**config.mk**
```make
export PLATFORM = sky130hd
export DESIGN_NAME = fifo_ring
export DESIGN_NICKNAME = d
export VERILOG_FILES = /design/src/rtl/fifo_pkg.sv /design/src/rtl/fifo_ring_ctrl.sv /design/src/rtl/fifo_ring.sv
export SDC_FILE = /design/constraint.sdc
export NUM_CORES = 1
export LEC_CHECK = 0
export CORE_AREA = 2 2 221 223
export CTS_CLUSTER_SIZE = 24
export DETAILED_ROUTE_END_ITERATION = 10
export DIE_AREA = 0 0 223 225
export PLACE_DENSITY = 0.73
export SLEW_MARGIN = 20
export SYNTH_ARGS = -nofsm -noshare
export SYNTH_HDL_FRONTEND = slang
export SYNTH_SLANG_ARGS = --single-unit
```
**constraint.sdc**
```tcl
create_clock -name clk_i -period 3.3 [get_ports clk_i]
set_input_delay 0.495 -clock clk_i [delete_from_list [all_inputs] [get_ports clk_i]]
set_output_delay 0.495 -clock clk_i [all_outputs]
set_load 0.02 [all_outputs]
```
**src/rtl/fifo_pkg.sv**
```systemverilog
// Shared constants and elaboration-time parameter helpers for the ring FIFO.
package fifo_pkg;

  // Occupancy counter width: must represent every value from 0 to depth inclusive.
  function automatic int cnt_w(input int depth);
    return $clog2(depth) + 1;
  endfunction

  // True when the parameter set is legal: width at least 1, depth a power of
  // two no smaller than 2, and the almost-full threshold inside 1..depth.
  function automatic bit params_ok(input int width, input int depth, input int af_level);
    return (width >= 1) && (depth >= 2) && ((depth & (depth - 1)) == 0) &&
           (af_level >= 1) && (af_level <= depth);
  endfunction

endpackage

```
**src/rtl/fifo_ring_ctrl.sv**
```systemverilog
// Pointer, occupancy and status control for the ring FIFO. Decides which
// push/pop requests are accepted and hands write/read addresses to the storage.
module fifo_ring_ctrl
  import fifo_pkg::*;
#(
  parameter int DEPTH    = 16,
  parameter int AF_LEVEL = 14,
  localparam int AW      = $clog2(DEPTH),
  localparam int CW      = cnt_w(DEPTH)
) (
  input  logic          clk_i,
  input  logic          rst_i,
  input  logic          push_i,
  input  logic          pop_i,
  input  logic          clr_err_i,
  output logic          o_wrEn,
  output logic [AW-1:0] o_wrAddr,
  output logic [AW-1:0] o_rdAddr,
  output logic          full_o,
  output logic          empty_o,
  output logic          pnding_o,
  output logic          almost_full_o,
  output logic [CW-1:0] count_o,
  output logic          overflow_o,
  output logic          underflow_o
);

  logic [AW-1:0] r_wrPtr;
  logic [AW-1:0] r_rdPtr;
  logic [CW-1:0] r_count;
  logic          r_overflow;
  logic          r_underflow;

  logic w_full;
  logic w_empty;
  logic w_popOk;
  logic w_pushOk;

  // A pop needs stored data; a push needs room, or a slot freed by a pop in
  // the same cycle. A pop into an empty FIFO is refused even if a push lands.
  always_comb begin
    w_full   = (r_count == CW'(DEPTH));
    w_empty  = (r_count == '0);
    w_popOk  = pop_i && !w_empty;
    w_pushOk = push_i && (!w_full || w_popOk);
  end

  // Pointers wrap naturally at DEPTH; count moves only when exactly one side is accepted.
  always_ff @(posedge clk_i or negedge rst_i) begin
    if (!rst_i) begin
      r_wrPtr <= '0;
      r_rdPtr <= '0;
      r_count <= '0;
    end else begin
      if (w_pushOk) r_wrPtr <= r_wrPtr + AW'(1);
      if (w_popOk)  r_rdPtr <= r_rdPtr + AW'(1);
      if (w_pushOk && !w_popOk)      r_count <= r_count + CW'(1);
      else if (!w_pushOk && w_popOk) r_count <= r_count - CW'(1);
    end
  end

  // Sticky error flags; a fresh error outranks a clear in the same cycle.
  always_ff @(posedge clk_i or negedge rst_i) begin
    if (!rst_i) begin
      r_overflow  <= 1'b0;
      r_underflow <= 1'b0;
    end else begin
      if (push_i && !w_pushOk) r_overflow <= 1'b1;
      else if (clr_err_i)      r_overflow <= 1'b0;
      if (pop_i && !w_popOk)   r_underflow <= 1'b1;
      else if (clr_err_i)      r_underflow <= 1'b0;
    end
  end

  assign o_wrEn        = w_pushOk;
  assign o_wrAddr      = r_wrPtr;
  assign o_rdAddr      = r_rdPtr;
  assign full_o        = w_full;
  assign empty_o       = w_empty;
  assign pnding_o      = !w_empty;
  assign almost_full_o = (r_count >= CW'(AF_LEVEL));
  assign count_o       = r_count;
  assign overflow_o    = r_overflow;
  assign underflow_o   = r_underflow;

endmodule

```
**src/rtl/fifo_ring.sv**
```systemverilog
// Circular-buffer FIFO: storage array plus read path, selectable between a
// registered read and first-word-fall-through.
module fifo_ring
  import fifo_pkg::*;
#(
  parameter int WIDTH    = 32,
  parameter int DEPTH    = 16,
  parameter int AF_LEVEL = 14,
  parameter int FWFT     = 0,
  localparam int AW      = $clog2(DEPTH),
  localparam int CW      = cnt_w(DEPTH)
) (
  input  logic             clk_i,
  input  logic             rst_i,
  input  logic             push_i,
  input  logic [WIDTH-1:0] data_i,
  input  logic             pop_i,
  input  logic             clr_err_i,
  output logic [WIDTH-1:0] data_o,
  output logic             full_o,
  output logic             empty_o,
  output logic             pnding_o,
  output logic             almost_full_o,
  output logic [CW-1:0]    count_o,
  output logic             overflow_o,
  output logic             underflow_o
);

  if (!params_ok(WIDTH, DEPTH, AF_LEVEL)) begin : g_badParams
    $error("fifo_ring: WIDTH must be >=1, DEPTH a power of two >=2, AF_LEVEL in 1..DEPTH");
  end

  logic [WIDTH-1:0] r_mem [DEPTH];
  logic             w_wrEn;
  logic [AW-1:0]    w_wrAddr;
  logic [AW-1:0]    w_rdAddr;

  fifo_ring_ctrl #(
    .DEPTH    (DEPTH),
    .AF_LEVEL (AF_LEVEL)
  ) u_ctrl (
    .clk_i         (clk_i),
    .rst_i         (rst_i),
    .push_i        (push_i),
    .pop_i         (pop_i),
    .clr_err_i     (clr_err_i),
    .o_wrEn        (w_wrEn),
    .o_wrAddr      (w_wrAddr),
    .o_rdAddr      (w_rdAddr),
    .full_o        (full_o),
    .empty_o       (empty_o),
    .pnding_o      (pnding_o),
    .almost_full_o (almost_full_o),
    .count_o       (count_o),
    .overflow_o    (overflow_o),
    .underflow_o   (underflow_o)
  );

  // Storage has no reset; only slots between the pointers are ever observed.
  always_ff @(posedge clk_i) begin
    if (w_wrEn) r_mem[w_wrAddr] <= data_i;
  end

  if (FWFT != 0) begin : g_fwft
    // Head word shown directly; forced to zero while empty so stale RAM never leaks out.
    always_comb begin
      data_o = '0;
      if (!empty_o) data_o = r_mem[w_rdAddr];
    end
  end else begin : g_regRead
    logic [WIDTH-1:0] r_data;
    logic             w_popOk;

    assign w_popOk = pop_i && !empty_o;

    // Registered read: capture the head word on an accepted pop, otherwise hold.
    always_ff @(posedge clk_i or negedge rst_i) begin
      if (!rst_i)       r_data <= '0;
      else if (w_popOk) r_data <= r_mem[w_rdAddr];
    end

    assign data_o = r_data;
  end

endmodule

```
==> flow_metrics.py, run 1 <==
metrics = {
    "clock_network": {
        "path_clk_slew_ns": 0.06,
        "numCtsBuffers": 54,
        "root_buffer": "clkbuf_16",
        "clockBufferDepth": 3,
        "numClockSinks": 559,
        "cts_setup_buffers": 0,
        "htree_num_levels": 2,
        "insertion_delay_ns": 0.60,
        "cts_tree": "yes",
    },
    "run_status": {
        "status": "complete, no violations",
    },
    "global_routing": {
        "first_global_vias": 10600,
        "grt_first_pass_wirelength_um": 65800,
        "track_usage_pct": 17.8,
        "grt.overflow.total": 0,
        "antenna_found_initial": 0,
        "grt_max_degree": 69,
    },
    "critical_path": {
        "crit_fanout": 7,
        "r2r_cells": 10,
        "end_kind": "output port",
        "startpoint": "u_ctrl.count_o[1]",
        "critPathCapture": "empty_o",
        "regToRegEndpoint": "u_ctrl.count_o[4]",
        "cp-start-kind": "flip-flop",
        "arrival_ns": 2.51,
        "rr_startpoint": "u_ctrl.count_o[1]",
        "crit_type": "flip-flop to output port",
        "reg2reg_slack_ns": 0.33,
        "required_ns": 2.80,
    },
    "synth": {
        "synth_cells": 949,
        "ys_seq_elements": 559,
        "yosys_warnings": 0,
        "synth_edf_count": 512,
        "syn-mean-instance-area_um2": 22.4,
        "ys_seq_area_share_pct": 77.8,
        "synth_area_leader_cell": "edfxtp_1",
        "netlist-cell-type-count": 38,
        "synthTopCellsByArea": "edfxtp_1, mux4_2, dfrtp_1",
        "synth_ff_type": "edfxtp_1",
        "synth_top_area_share_pct": 72.2,
        "async_flop_share_pct": 8.41,
        "synth_nets": 996,
        "yosysMostFrequentCell": "edfxtp_1",
        "mappedNetlistArea_um2": 21300,
        "synthTopCellsByCount": "edfxtp_1, mux4_2, o22ai_1, dfrtp_1",
    },
    "timing": {
        "rsz0062_at_grt": "false",
        "report.final.hold_viol_count": 0,
        "fin_crit_ns": 3.01,
        "relSlewSlack_pct": 25.5,
        "finalSetupTns_ns": 0,
        "period_share_pct": 91.1,
        "finalClockSkew_ns": 0.0138,
        "clock.fmax_ghz": 0.333,
        "finalMaxSlewViolations": 0,
        "setup_violations": 0,
        "worstMarginPinSlew_ns": 1.12,
        "setup_ws_ns": 0.294,
    },
    "layout": {
        "layout.nets": 1112,
        "area_growth_pct": 16.9,
        "drive_above_1_share_pct": 27.3,
        "antenna_cells": 0,
    },
    "route": {
        "wl_per_cell_um": 25.4,
        "firstDrtPassIters": 5,
        "route.detailed.drc": 0,
        "antenna_left": 0,
        "drt_iter0_markers": 706,
        "drt-total-wl_um": 43800,
        "vias": 9864,
        "vias_per_cell": 5.72,
    },
    "flow_run": {
        "max_cap_violations": 0,
    },
    "placed_design": {
        "port_buffers": 79,
        "pre_cts_ws_ns": 0.363,
        "place_hpwl_um": 24400,
        "gp_congestion": 0.736,
    },
    "floorplan": {
        "fp.dieH_um": 225,
        "die_x_um": 223,
        "core-area_um2": 47500,
        "dieArea_um2": 50200,
        "ios": 80,
        "start_util_pct": 44.8,
        "num_rows": 80,
    },
    "pwr": {
        "powerDensity_nw_per_um2": 859,
        "p_leak_nw": 7.93,
        "ir_drop_mv": 0.468,
    },
    "min_path": {
        "hold_path.class": "input pin to async pin",
    },
}
## cell type report
type,count,area [um^2]
sequential,559,16600
inverter,9,33.8
tap,615,769
fill,3528,22700
clock inverter,22,256
clock buffer,78,1510
multi-input combinational,330,4460
timing repair buffer,111,1290
## report_power, final
group / internal, mW / leakage (nW) / switching, mW / total [mW]
clock: 3.58 / 0.860 / 2.53 / 6.11
sequential: 8.68 / 5.15 / 0.659 / 9.34
combinational: 3.00 / 1.92 / 2.93 / 5.93
## repair_timing
item                                   CTS  global route
endpoints found under the hold margin   17             0
resized for setup                        0             0
hold buffers                             1             0
## kinds of logic (layout without fill, tap and decap cells)
family / count (synthesis) / count (layout) / synth area share (%)
buf+inv: 60 / 220 / 1.46
fa+ha+maj: 10 / 10 / 0.623
compound gates: 108 / 108 / 3.27
xor+xnor: 10 / 10 / 0.412
mux: 163 / 163 / 15.4
simple gates: 39 / 39 / 1.07
flops: 559 / 559 / 77.8
## per-layer routing
metal  global-route usage, %  vias to the layer above  routed length (um)
met5                       0                        -                   0
met4                    5.39                        0                 899
li1                        -                     4227                   -
met1                    23.5                     5251               18100
met3                    3.31                       69                2500
met2                    30.3                      317               22200
## sequential cells by signal, indices dropped and copies added, names as in the netlist
| signal | count |
|---|---|
| data_o | 32 |
| u_ctrl.o_wrAddr | 4 |
| u_ctrl.underflow_o | 1 |
| r_mem | 512 |
| u_ctrl.overflow_o | 1 |
| u_ctrl.count_o | 5 |
| u_ctrl.o_rdAddr | 4 |
## placed cells by master (no fill, tap or decap), drive strengths merged, types with 2 or more instances in the layout
master	synthesis	routed
nor2	3	3
mux2	34	34
clkbuf	22	78
clkdlybuf4s50	0	78
dfrtp	47	47
o22ai	64	64
edfxtp	512	512
xor2	2	2
inv	9	9
buf	29	32
mux4	128	128
ha	9	9
nand4	2	2
clkinv	0	16
and2	16	16
a21o	2	2
o21ai	5	5
nand2	8	8
bufinv	0	5
xnor2	8	8
a21oi	34	34
nor3b	2	2
## worst min-delay path by stage
stage | start | cells after the start | slack, ns | to
2_1_floorplan | rst_i | 0 | 0.20 | data_o[0]
3_3_place_gp | u_ctrl.overflow_o | 2 | 0.51 | u_ctrl.overflow_o
3_5_place_dp | u_ctrl.underflow_o | 2 | 0.53 | u_ctrl.underflow_o
4_1_cts | rst_i | 2 | 0.45 | data_o[1]
5_1_grt | rst_i | 2 | 0.50 | data_o[1]
6_report | rst_i | 2 | 0.45 | data_o[1]
## metrics by stage
stage	cells	instance area (um^2)	hold slack (ns)	utilization [%]	total power, mW
2_1_floorplan	949	21300	0.199	-	13.4
3_3_place_gp	1623	23100	0.514	48.6	15.4
3_5_place_dp	1623	23100	0.531	48.6	15.5
4_1_cts	1724	24900	0.454	52.3	21.6
5_1_grt	1724	24900	0.499	52.3	22.3
6_report	1724	24900	0.451	52.3	21.4
## critical path, stage by stage, from the launching register on
cell and delay, ns:
dfrtp_1 0.46, nor4_1 0.61, nand2_1 0.16, inv_1 0.10
clkdlybuf4s50_1 0.60
Note: power is estimated with default switching activity, not from simulation.
==> run 2, diff against run 1 <==
ABC_CLOCK_PERIOD_IN_PS = 3300   (was unset)
CAP_MARGIN = 20   (was unset)
==> results of run 2 <==
No change in the layout: final DEF, timing and power equal those of run 1.
==> run 3, diff against run 2 <==
--- a/config.mk
+++ b/config.mk
@@ -8,9 +8,10 @@
 export ABC_CLOCK_PERIOD_IN_PS = 3300
 export CAP_MARGIN = 20
-export CORE_AREA = 2 2 221 223
+export CORE_AREA = 2 2 192 194
 export CTS_CLUSTER_SIZE = 24
 export DETAILED_ROUTE_END_ITERATION = 10
-export DIE_AREA = 0 0 223 225
-export PLACE_DENSITY = 0.73
+export DIE_AREA = 0 0 194 196
+export PLACE_DENSITY = 0.9
+export RECOVER_POWER = 25
 export SLEW_MARGIN = 20
 export SYNTH_ARGS = -nofsm -noshare
==> constraint.sdc (replaced) <==
create_clock -name clk_i -period 3.3 [get_ports clk_i]
set_input_delay 0.495 -clock clk_i [delete_from_list [all_inputs] [get_ports clk_i]]
set_output_delay 0.495 -clock clk_i [all_outputs]
set_load 0.01 [all_outputs]
==> flow_metrics.py, run 3 (synthesis gave the netlist of run 1 again) <==
metrics = {
    "layout": {
        "fillers": 2064,
        "layout_common_cells": "edfxtp_1, mux4_2, clkdlybuf4s50_1",
        "final_common_cell": "edfxtp_1",
        "drive_above_1_share_pct": 28.4,
        "largest_reg_flops": 512,
        "area_growth_pct": 15.8,
        "layout.nets": 1114,
        "regMostFlops": "r_mem",
        "final_util_pct": 68.3,
    },
    "global_routing": {
        "track_usage_pct": 26.8,
        "first_global_vias": 11300,
        "grt.overflow.total": 0,
        "grt_max_degree": 69,
        "antenna_found_initial": 2,
        "grt_first_pass_wirelength_um": 74100,
    },
    "route": {
        "vias_per_cell": 6.78,
        "wl_per_cell_um": 31.5,
        "drt_iter0_markers": 1298,
        "route.detailed.drc": 0,
        "firstDrtPassIters": 5,
        "vias": 10700,
        "antenna_left": 0,
        "drt-total-wl_um": 49700,
    },
    "clock_network": {
        "numClockSinks": 559,
        "root_buffer": "clkbuf_16",
        "holdBufCountCts": 0,
        "post_cts_resized": 0,
        "clockBufferDepth": 3,
        "path_clk_slew_ns": 0.06,
        "numCtsBuffers": 52,
        "insertion_delay_ns": 0.61,
        "cts_setup_buffers": 0,
        "cts_tree": "yes",
        "htree_num_levels": 2,
    },
    "placed_design": {
        "port_buffers": 79,
        "place_hpwl_um": 25500,
        "gp_congestion": 0.743,
    },
    "floorplan": {
        "dieArea_um2": 38000,
        "num_rows": 70,
        "die_x_um": 194,
        "core-area_um2": 36100,
        "fp.dieH_um": 196,
        "start_util_pct": 59.0,
        "ios": 80,
    },
    "pwr": {
        "p_clk_share_pct": 28.5,
        "internal-power_mw": 15.2,
        "p_comb_share_pct": 27.8,
        "p_leak_nw": 7.94,
        "powerDensity_nw_per_um2": 870,
        "ir_drop_mv": 0.543,
        "p_sw_mw": 6.24,
        "swShare_pct": 29.1,
        "power_frac_seq_pct": 43.7,
    },
    "min_path": {
        "hold_path.class": "input pin to async pin",
    },
    "timing": {
        "report.final.hold_viol_count": 0,
        "relSlewSlack_pct": -37.4,
        "fin_crit_ns": 3.04,
        "worstMarginPinSlew_ns": 2.06,
        "finalClockSkew_ns": 0.0313,
        "rsz0062_at_grt": "false",
        "finalMaxSlewViolations": 28,
        "setup_violations": 0,
        "period_share_pct": 92.2,
        "finalSetupTns_ns": 0,
        "clock.fmax_ghz": 0.329,
    },
    "run_status": {
        "violations": "capacitance limit, slew limit",
        "status": "finished with violations",
    },
    "critical_path": {
        "cp-start-kind": "flip-flop",
        "end_kind": "flip-flop",
        "required_ns": 3.81,
        "r2r_cells": 10,
        "arrival_ns": 3.55,
        "crit_fanout": 7,
        "crit_type": "flip-flop to flip-flop",
    },
    "flow_run": {
        "max_cap_violations": 1,
    },
}
## run 3: cell count changes in the layout (fill, tap and decap cells not counted), moves of 6 or more
cell | previous run | this run
buf_12 | 21 | 15
clkdlybuf4s50_1 | 78 | 60
clkbuf_1 | 18 | 8
buf_4 | 10 | 19
dlygate4sd3_1 | 1 | 18
## run 3: power groups by stage
stage | combinational [mW] | sequential (mW) | clock (mW)
2_1_floorplan | 4.02 | 9.18 | 0
4_1_cts | 5.98 | 9.37 | 6.18
6_report | 5.95 | 9.36 | 6.12
3_5_place_dp | 5.83 | 9.46 | 0
5_1_grt | 6.27 | 9.44 | 6.42
3_3_place_gp | 5.62 | 9.39 | 0
## run 3: final timing paths
check | start | to | slack (ns)
hold reg to reg | u_ctrl.overflow_o | u_ctrl.overflow_o | 0.54
min in group clk_i | clr_err_i | u_ctrl.overflow_o | 0.50
max in group asynchronous | rst_i | u_ctrl.o_rdAddr[3] | 1.06
hold / removal | rst_i | data_o[0] | 0.48
setup reg to reg | u_ctrl.count_o[1] | u_ctrl.count_o[4] | 0.26
setup / recovery | u_ctrl.count_o[1] | u_ctrl.count_o[4] | 0.26
## run 3: critical path, stage by stage (launching register included)
cell and delay [ns]:
dfrtp_1 0.46, or4_4 0.62, o31ai_4 0.34, inv_2 0.14, ha_1 0.23, inv_1 0.17
ha_1 0.30, a21o_1 0.17, a21oi_1 0.16, mux2i_1 0.24, xnor2_1 0.14
## run 3: area by class of cell
type | instances | area (um^2) | area share [%]
clock buffers | 67 | 1460 | 5.91
diodes | 1 | 2.50 | 0.0102
well taps | 468 | 586 | 2.38
inverters | 9 | 33.8 | 0.137
clock inverters | 30 | 309 | 1.25
repair buffers | 115 | 1230 | 5.01
multi-input cells | 330 | 4460 | 18.1
flip-flops and latches | 559 | 16600 | 67.2
## run 3: layer usage
layer  routed length [um]  up-vias  track usage [%]
li1                     -     4225                -
met1                17500     5566             34.9
met2                26000      787             45.4
met3                 4380      135             4.95
met4                 1840        0             11.3
met5                    0        -                0
## run 3: per-stage QoR
stage	power, mW	hold slack [ns]	std cells	worst slack [ns]	area [um^2]
6_report	21.4	0.484	1579	0.257	24600
5_1_grt	22.1	0.540	1579	0.105	24600
4_1_cts	21.5	0.0220	1577	0.261	24600
3_5_place_dp	15.3	0.531	1480	0.189	22900
3_3_place_gp	15.0	0.524	1480	0.339	22900
2_1_floorplan	13.2	0.199	949	0.444	21300
